<file path="config.mk">
export PLATFORM = sky130hd
export DESIGN_NAME = riscv_id_stage
export DESIGN_NICKNAME = d
export VERILOG_FILES = /design/src/rtl/riscv_pkg.sv /design/src/rtl/riscv_decoder.sv /design/src/rtl/riscv_id_stage.sv
export SDC_FILE = /design/constraint.sdc
export NUM_CORES = 1
export LEC_CHECK = 0
export CAP_MARGIN = 15
export CORE_MARGIN = 2
export CORE_UTILIZATION = 46
export DETAILED_ROUTE_END_ITERATION = 7
export DONT_BUFFER_PORTS = 1
export GPL_TIMING_DRIVEN = 0
export PLACE_DENSITY = 0.65
export SETUP_SLACK_MARGIN = 0.02
export SLEW_MARGIN = 20
export SYNTH_ARGS = -nofsm -noshare
export SYNTH_HDL_FRONTEND = slang
export SYNTH_SLANG_ARGS = --single-unit
</file>
<file path="constraint.sdc">
create_clock -name clk -period 4.6 [get_ports clk]
set_input_delay 0.92 -clock clk [delete_from_list [all_inputs] [get_ports clk]]
set_output_delay 0.92 -clock clk [all_outputs]
set_load 0.01 [all_outputs]
</file>
<file path="src/rtl/riscv_pkg.sv">
// Shared RV32I decode constants, ALU op codes and the decoded-instruction record.
package riscv_pkg;

  localparam logic [3:0] ALU_ADD  = 4'd0;
  localparam logic [3:0] ALU_SUB  = 4'd1;
  localparam logic [3:0] ALU_SLL  = 4'd2;
  localparam logic [3:0] ALU_SLT  = 4'd3;
  localparam logic [3:0] ALU_SLTU = 4'd4;
  localparam logic [3:0] ALU_XOR  = 4'd5;
  localparam logic [3:0] ALU_SRL  = 4'd6;
  localparam logic [3:0] ALU_SRA  = 4'd7;
  localparam logic [3:0] ALU_OR   = 4'd8;
  localparam logic [3:0] ALU_AND  = 4'd9;

  localparam logic [6:0] OP_LUI   = 7'b0110111;
  localparam logic [6:0] OP_AUIPC = 7'b0010111;
  localparam logic [6:0] OP_IMM   = 7'b0010011;
  localparam logic [6:0] OP_REG   = 7'b0110011;

  localparam logic [6:0] F7_BASE  = 7'b0000000;
  localparam logic [6:0] F7_ALT   = 7'b0100000;

  // Everything the execute stage needs for one instruction.
  typedef struct packed {
    logic [31:0] a;
    logic [31:0] b;
    logic [3:0]  alu_ctrl;
    logic [4:0]  rd;
    logic        reg_write;
    logic        illegal;
  } dec_t;

  // funct3 to ALU op; alt selects SUB/SRA on the 000/101 slots.
  function automatic logic [3:0] alu_from_f3(input logic [2:0] f3, input logic alt);
    logic [3:0] op;
    case (f3)
      3'b000:  op = alt ? ALU_SUB : ALU_ADD;
      3'b001:  op = ALU_SLL;
      3'b010:  op = ALU_SLT;
      3'b011:  op = ALU_SLTU;
      3'b100:  op = ALU_XOR;
      3'b101:  op = alt ? ALU_SRA : ALU_SRL;
      3'b110:  op = ALU_OR;
      default: op = ALU_AND;
    endcase
    return op;
  endfunction

endpackage

</file>
<file path="src/rtl/riscv_decoder.sv">
// Combinational RV32I integer-computational decoder: operands, ALU op, rd.
module riscv_decoder
  import riscv_pkg::*;
(
  input  logic [31:0] instr,
  input  logic [31:0] pc,
  input  logic [31:0] rs1_data,
  input  logic [31:0] rs2_data,
  output dec_t        dec
);

  logic [6:0]  opcode;
  logic [2:0]  funct3;
  logic [6:0]  funct7;
  logic [31:0] imm_i;
  logic [31:0] imm_u;
  logic [31:0] shamt;

  assign opcode = instr[6:0];
  assign funct3 = instr[14:12];
  assign funct7 = instr[31:25];
  assign imm_i  = {{20{instr[31]}}, instr[31:20]};
  assign imm_u  = {instr[31:12], 12'b0};
  assign shamt  = {27'b0, instr[24:20]};

  // Select operands and ALU op by opcode; illegal encodings collapse to a zeroed ADD.
  always_comb begin
    logic legal;
    legal         = 1'b0;
    dec.a         = 32'd0;
    dec.b         = 32'd0;
    dec.alu_ctrl  = ALU_ADD;
    dec.rd        = instr[11:7];
    dec.reg_write = 1'b0;
    dec.illegal   = 1'b0;
    case (opcode)
      OP_LUI: begin
        legal = 1'b1;
        dec.b = imm_u;
      end
      OP_AUIPC: begin
        legal = 1'b1;
        dec.a = pc;
        dec.b = imm_u;
      end
      OP_IMM: begin
        dec.a = rs1_data;
        if (funct3 == 3'b001) begin
          legal        = (funct7 == F7_BASE);
          dec.b        = shamt;
          dec.alu_ctrl = ALU_SLL;
        end else if (funct3 == 3'b101) begin
          legal        = (funct7 == F7_BASE) || (funct7 == F7_ALT);
          dec.b        = shamt;
          dec.alu_ctrl = alu_from_f3(funct3, funct7 == F7_ALT);
        end else begin
          legal        = 1'b1;
          dec.b        = imm_i;
          dec.alu_ctrl = alu_from_f3(funct3, 1'b0);
        end
      end
      OP_REG: begin
        legal        = (funct7 == F7_BASE) ||
                       ((funct7 == F7_ALT) && ((funct3 == 3'b000) || (funct3 == 3'b101)));
        dec.a        = rs1_data;
        dec.b        = rs2_data;
        dec.alu_ctrl = alu_from_f3(funct3, funct7 == F7_ALT);
      end
      default: legal = 1'b0;
    endcase
    if (!legal) begin
      dec.a        = 32'd0;
      dec.b        = 32'd0;
      dec.alu_ctrl = ALU_ADD;
    end
    dec.illegal   = !legal;
    dec.reg_write = legal && (instr[11:7] != 5'd0);
  end

endmodule

</file>
<file path="src/rtl/riscv_id_stage.sv">
// Decode stage: register-file read, decode, and a single-entry valid/ready output register.
module riscv_id_stage
  import riscv_pkg::*;
(
  input  logic        clk,
  input  logic        rst_n,
  input  logic        if_valid,
  output logic        if_ready,
  input  logic [31:0] if_instr,
  input  logic [31:0] if_pc,
  input  logic        flush,
  output logic [4:0]  rs1_addr,
  output logic [4:0]  rs2_addr,
  input  logic [31:0] rs1_data,
  input  logic [31:0] rs2_data,
  output logic        ex_valid,
  input  logic        ex_ready,
  output logic [31:0] ex_a,
  output logic [31:0] ex_b,
  output logic [3:0]  ex_alu_ctrl,
  output logic [4:0]  ex_rd,
  output logic        ex_reg_write,
  output logic        ex_illegal,
  output logic [31:0] ex_pc
);

  dec_t        dec;
  dec_t        ex_d, ex_q;
  logic [31:0] pc_d, pc_q;
  logic        ex_valid_d, ex_valid_q;
  logic        load;

  assign rs1_addr = if_instr[19:15];
  assign rs2_addr = if_instr[24:20];

  riscv_decoder u_decoder (
    .instr    (if_instr),
    .pc       (if_pc),
    .rs1_data (rs1_data),
    .rs2_data (rs2_data),
    .dec      (dec)
  );

  // Accept whenever the output slot is empty or drains this cycle; flush does not gate ready.
  assign if_ready = !ex_valid_q || ex_ready;
  assign load     = if_valid && if_ready && !flush;

  // Next state of the output register: flush kills, load replaces, consume empties, else hold.
  always_comb begin
    ex_d       = ex_q;
    pc_d       = pc_q;
    ex_valid_d = ex_valid_q;
    if (flush) begin
      ex_valid_d = 1'b0;
    end else if (load) begin
      ex_d       = dec;
      pc_d       = if_pc;
      ex_valid_d = 1'b1;
    end else if (ex_ready) begin
      ex_valid_d = 1'b0;
    end
  end

  // Output pipeline register; data fields are reset only for determinism.
  always_ff @(posedge clk or negedge rst_n) begin
    if (!rst_n) begin
      ex_valid_q       <= 1'b0;
      ex_q.a           <= 32'd0;
      ex_q.b           <= 32'd0;
      ex_q.alu_ctrl    <= ALU_ADD;
      ex_q.rd          <= 5'd0;
      ex_q.reg_write   <= 1'b0;
      ex_q.illegal     <= 1'b0;
      pc_q             <= 32'd0;
    end else begin
      ex_valid_q <= ex_valid_d;
      ex_q       <= ex_d;
      pc_q       <= pc_d;
    end
  end

  assign ex_valid     = ex_valid_q;
  assign ex_a         = ex_q.a;
  assign ex_b         = ex_q.b;
  assign ex_alu_ctrl  = ex_q.alu_ctrl;
  assign ex_rd        = ex_q.rd;
  assign ex_reg_write = ex_q.reg_write;
  assign ex_illegal   = ex_q.illegal;
  assign ex_pc        = pc_q;

endmodule
</file>
==> impl_results.md <==
- Outcome: completed
- Synth Register Bits: 108
- Number of global-route vias before repair: 3867
- Final WL: 13400 µm
- Clock Pin Slew Worst Setup and Hold Paths: 0.11 ns
- Final HPWL DP: 10200 µm
- Crit share post-route: 0.580
- Clock share of power: 0.355
- Setup violators final: 0
- Seq/Total Area, Yosys: 0.538
- Crit path time final: 2.67 ns
- Routed Antenna Nets: 0
- Biggest cell delay along the critical path: 0.61 ns
- Max Fclk: 0.375 GHz
- Cell count after synthesis: 500
- CTS Buffer Depth: 2
- Iteration count of the initial detailed-routing pass: 4
- # DRC: 0
- Global-route usage over all layers: 0.227
- # resized after CTS: 0
- Initial drt markers: 200
- Worst-Skew Late Latency: 0.37 ns
- Final hold viol count: 0
- I/O pin count: 252
- NetSw: 502 µW
- Gr busiest metal: met2
- WP data arrival: 2.91 ns
- Via count: 3702
- Row cnt: 38
- Type of the most critical hold path: in2async
- Synth top area cells: dfrtp_1 (54%), mux2_2 (8.3%), nor2b_1 (7.0%)
- Area growth from synthesis to layout: 8.36%
- Drt via density: 5.64
- DIE AREA: 0.0118 mm²
- Die width: 109 µm
- Yosys cell types: 35
- Max VDD drop: 0.000188 V
- Nets@finish: 644
- Max-cap violations: 0
- CTS tree: done
- Synth Cell Area: 0.00503 mm²
- Die Ht: 109 µm
- Share of layout cells above drive strength 1: 0.143
- Place WS: 1.52 ns
- Postcts setup bufs: 0
- Met1 GRT Util: 0.268
- CP Launch Type: input pin
- Setup ws final: 1.93 ns
- First-pass GRT wire length: 20400 µm
- Switching Share: 0.254
- Met2 Track Usage GR: 0.386
- Clk_skew: 0.0115 ns
- Core Area: 0.0107 mm²
- PD cells: 362 mW/mm²
- Number of max-slew violations in the final report: 0
- CP max-delay cell: clkbuf_1
- Placed inst area: 0.00520 mm²
- RSZ-0062 raised after global routing: no
- Setup TNS: 0 ns
- Syn_area_per_cell: 10.1 µm²
- Largest net degree at the start of global routing: 109
- Max Fanout on Critical Path: 10
- Post-route cell area: 0.00545 mm²
- Max H-tree Level: 3
- Worst endpoint required time: 4.84 ns
- Ys Warns: 0
- Post-Syn Nets: 633
- Hold WS: 0.231 ns
- Comb power frac: 0.094
- M3 GR Usage: 0.0886
- Final Util: 0.507
- # hold bufs at CTS: 0
- Tightest Pin Transition: 0.729 ns
- P_int: 1.47 mW
- Top-area cell type share of the netlist area: 0.538
- Fillers: 1006
- CP Cell Sequence: nand2b_1 > nand3b_1 > clkbuf_1 > clkbuf_1 > clkbuf_1 > nand2_1 > o41ai_1
- CP endpoint kind: register
- Root buf cell: clkbuf_8
- Ant diodes: 0
- Synth area leader: dfrtp_1
- Seq pwr share: 0.551
- Most used cell, CP: clkbuf_1
- Setup CP Type: in2reg
- Wirelength per Cell: 20.4 µm
- Sink Count: 108
- Cts bufs inserted: 9
- Starting Density: 0.468
- Final Wtd Congestion: 0.798
- Slew headroom: 0.514
- Initial antenna violation count: 0
- Congestion Overflow GR: 0
- Port-buffer cells: 0
- Leak: 2.32 nW
==> worst paths after layout <==
| check | start | endpoint | slack, ns | cells after the start |
|---|---|---|---|---|
| worst max-delay path | ex_ready | ex_b[2] | 1.93 | 7 |
| worst min-delay path | rst_n | ex_b[17] | 0.23 | 0 |
| worst max register to register | ex_valid | ex_b[2] | 2.12 | 7 |
| worst min register to register | ex_b[17] | ex_b[17] | 0.56 | 2 |
| max in group asynchronous | rst_n | ex_a[2] | 4.26 | 0 |
| min in group clk | ex_b[17] | ex_b[17] | 0.56 | 2 |
==> metrics by stage <==
step | std cells | power [mW]
4_1_cts | 656 | 1.99
2_1_floorplan | 500 | 1.24
3_3_place_gp | 640 | 1.28
3_5_place_dp | 640 | 1.29
6_report | 656 | 1.97
5_1_grt | 656 | 2.06
==> logic make-up after synthesis <==
group | synth area share
buffers and inverters | 0.0455
DFF | 0.538
xor gates and xnor gates | 0.00174
muxes | 0.0948
and+or+nand+nor | 0.162
AOI/OAI and AO/OA | 0.159
==> state kept, by name, indices dropped and copies added, names as in the netlist <==
| name | count |
|---|---|
| ex_a | 32 |
| ex_b | 32 |
| ex_pc | 32 |
| ex_rd | 5 |
| ex_alu_ctrl | 4 |
| ex_illegal | 1 |
| ex_reg_write | 1 |
| ex_valid | 1 |
==> power by group through the flow <==
stage | Sequential (mW) | Combinational, mW | Clock, mW
after global placement | 1.10 | 0.181 | 0
after global routing | 1.09 | 0.204 | 0.765
after detailed placement | 1.10 | 0.187 | 0
after CTS | 1.09 | 0.187 | 0.717
after floorplan | 1.09 | 0.153 | 0
final | 1.09 | 0.185 | 0.701
==> per-layer routing <==
layer | part of all wire | wire (µm) | up-vias
met5 | 0 | 0 | -
met2 | 0.50 | 6680 | 170
met1 | 0.38 | 5140 | 1798
li1 | - | - | 1724
met3 | 0.11 | 1420 | 10
met4 | 0.0099 | 133 | 0
==> placed cells by master, fill, tap and decap left out, types with 2 or more instances in the layout <==
cell / instances
dfrtp_1: 108
o41ai_1: 5
mux2i_1: 6
mux2_2: 37
bufinv_16: 3
buf_4: 12
a21oi_1: 60
buf_2: 2
o31ai_1: 19
nor2_1: 16
o21ai_0: 44
clkbuf_8: 9
nand2_1: 76
nor2b_1: 56
nand3_1: 2
inv_6: 2
nand2b_1: 4
nand3b_1: 3
clkbuf_1: 31
==> critical path: cells and delay by family <==
family	cells	cell delay, ns
simple gates	3	0.47
buf+inv	3	1.42
compound gates	1	0.09
==> area by class of cell <==
cell class	instances	area, µm²	area share
plain buffers	46	225	0.0413
well taps	140	175	0.0322
inverters	1	3.75	0.000689
flip-flops and latches	108	2700	0.496
clock inverters	7	121	0.0223
clock buffers	9	124	0.0227
multi-input cells	345	2100	0.385
==> cell usage after synthesis (all sizes together) <==
cell type / n
a31oi: 1
nand4: 1
a22o: 1
a21oi: 60
and2b: 1
inv: 1
o21ai: 45
a2111oi: 1
or4b: 1
o21bai: 1
buf: 14
nand3: 2
a22oi: 1
xor2: 1
a21o: 1
or4: 2
mux2: 37
a31o: 1
dfrtp: 108
nor2: 16
o31ai: 19
nor2b: 56
nand2: 77
dlygate4sd1: 1
o41ai: 5
nor3: 1
nand3b: 3
clkbuf: 31
o311ai: 1
mux2i: 6
nand2b: 4
Power figures use the tool's default switching activity.
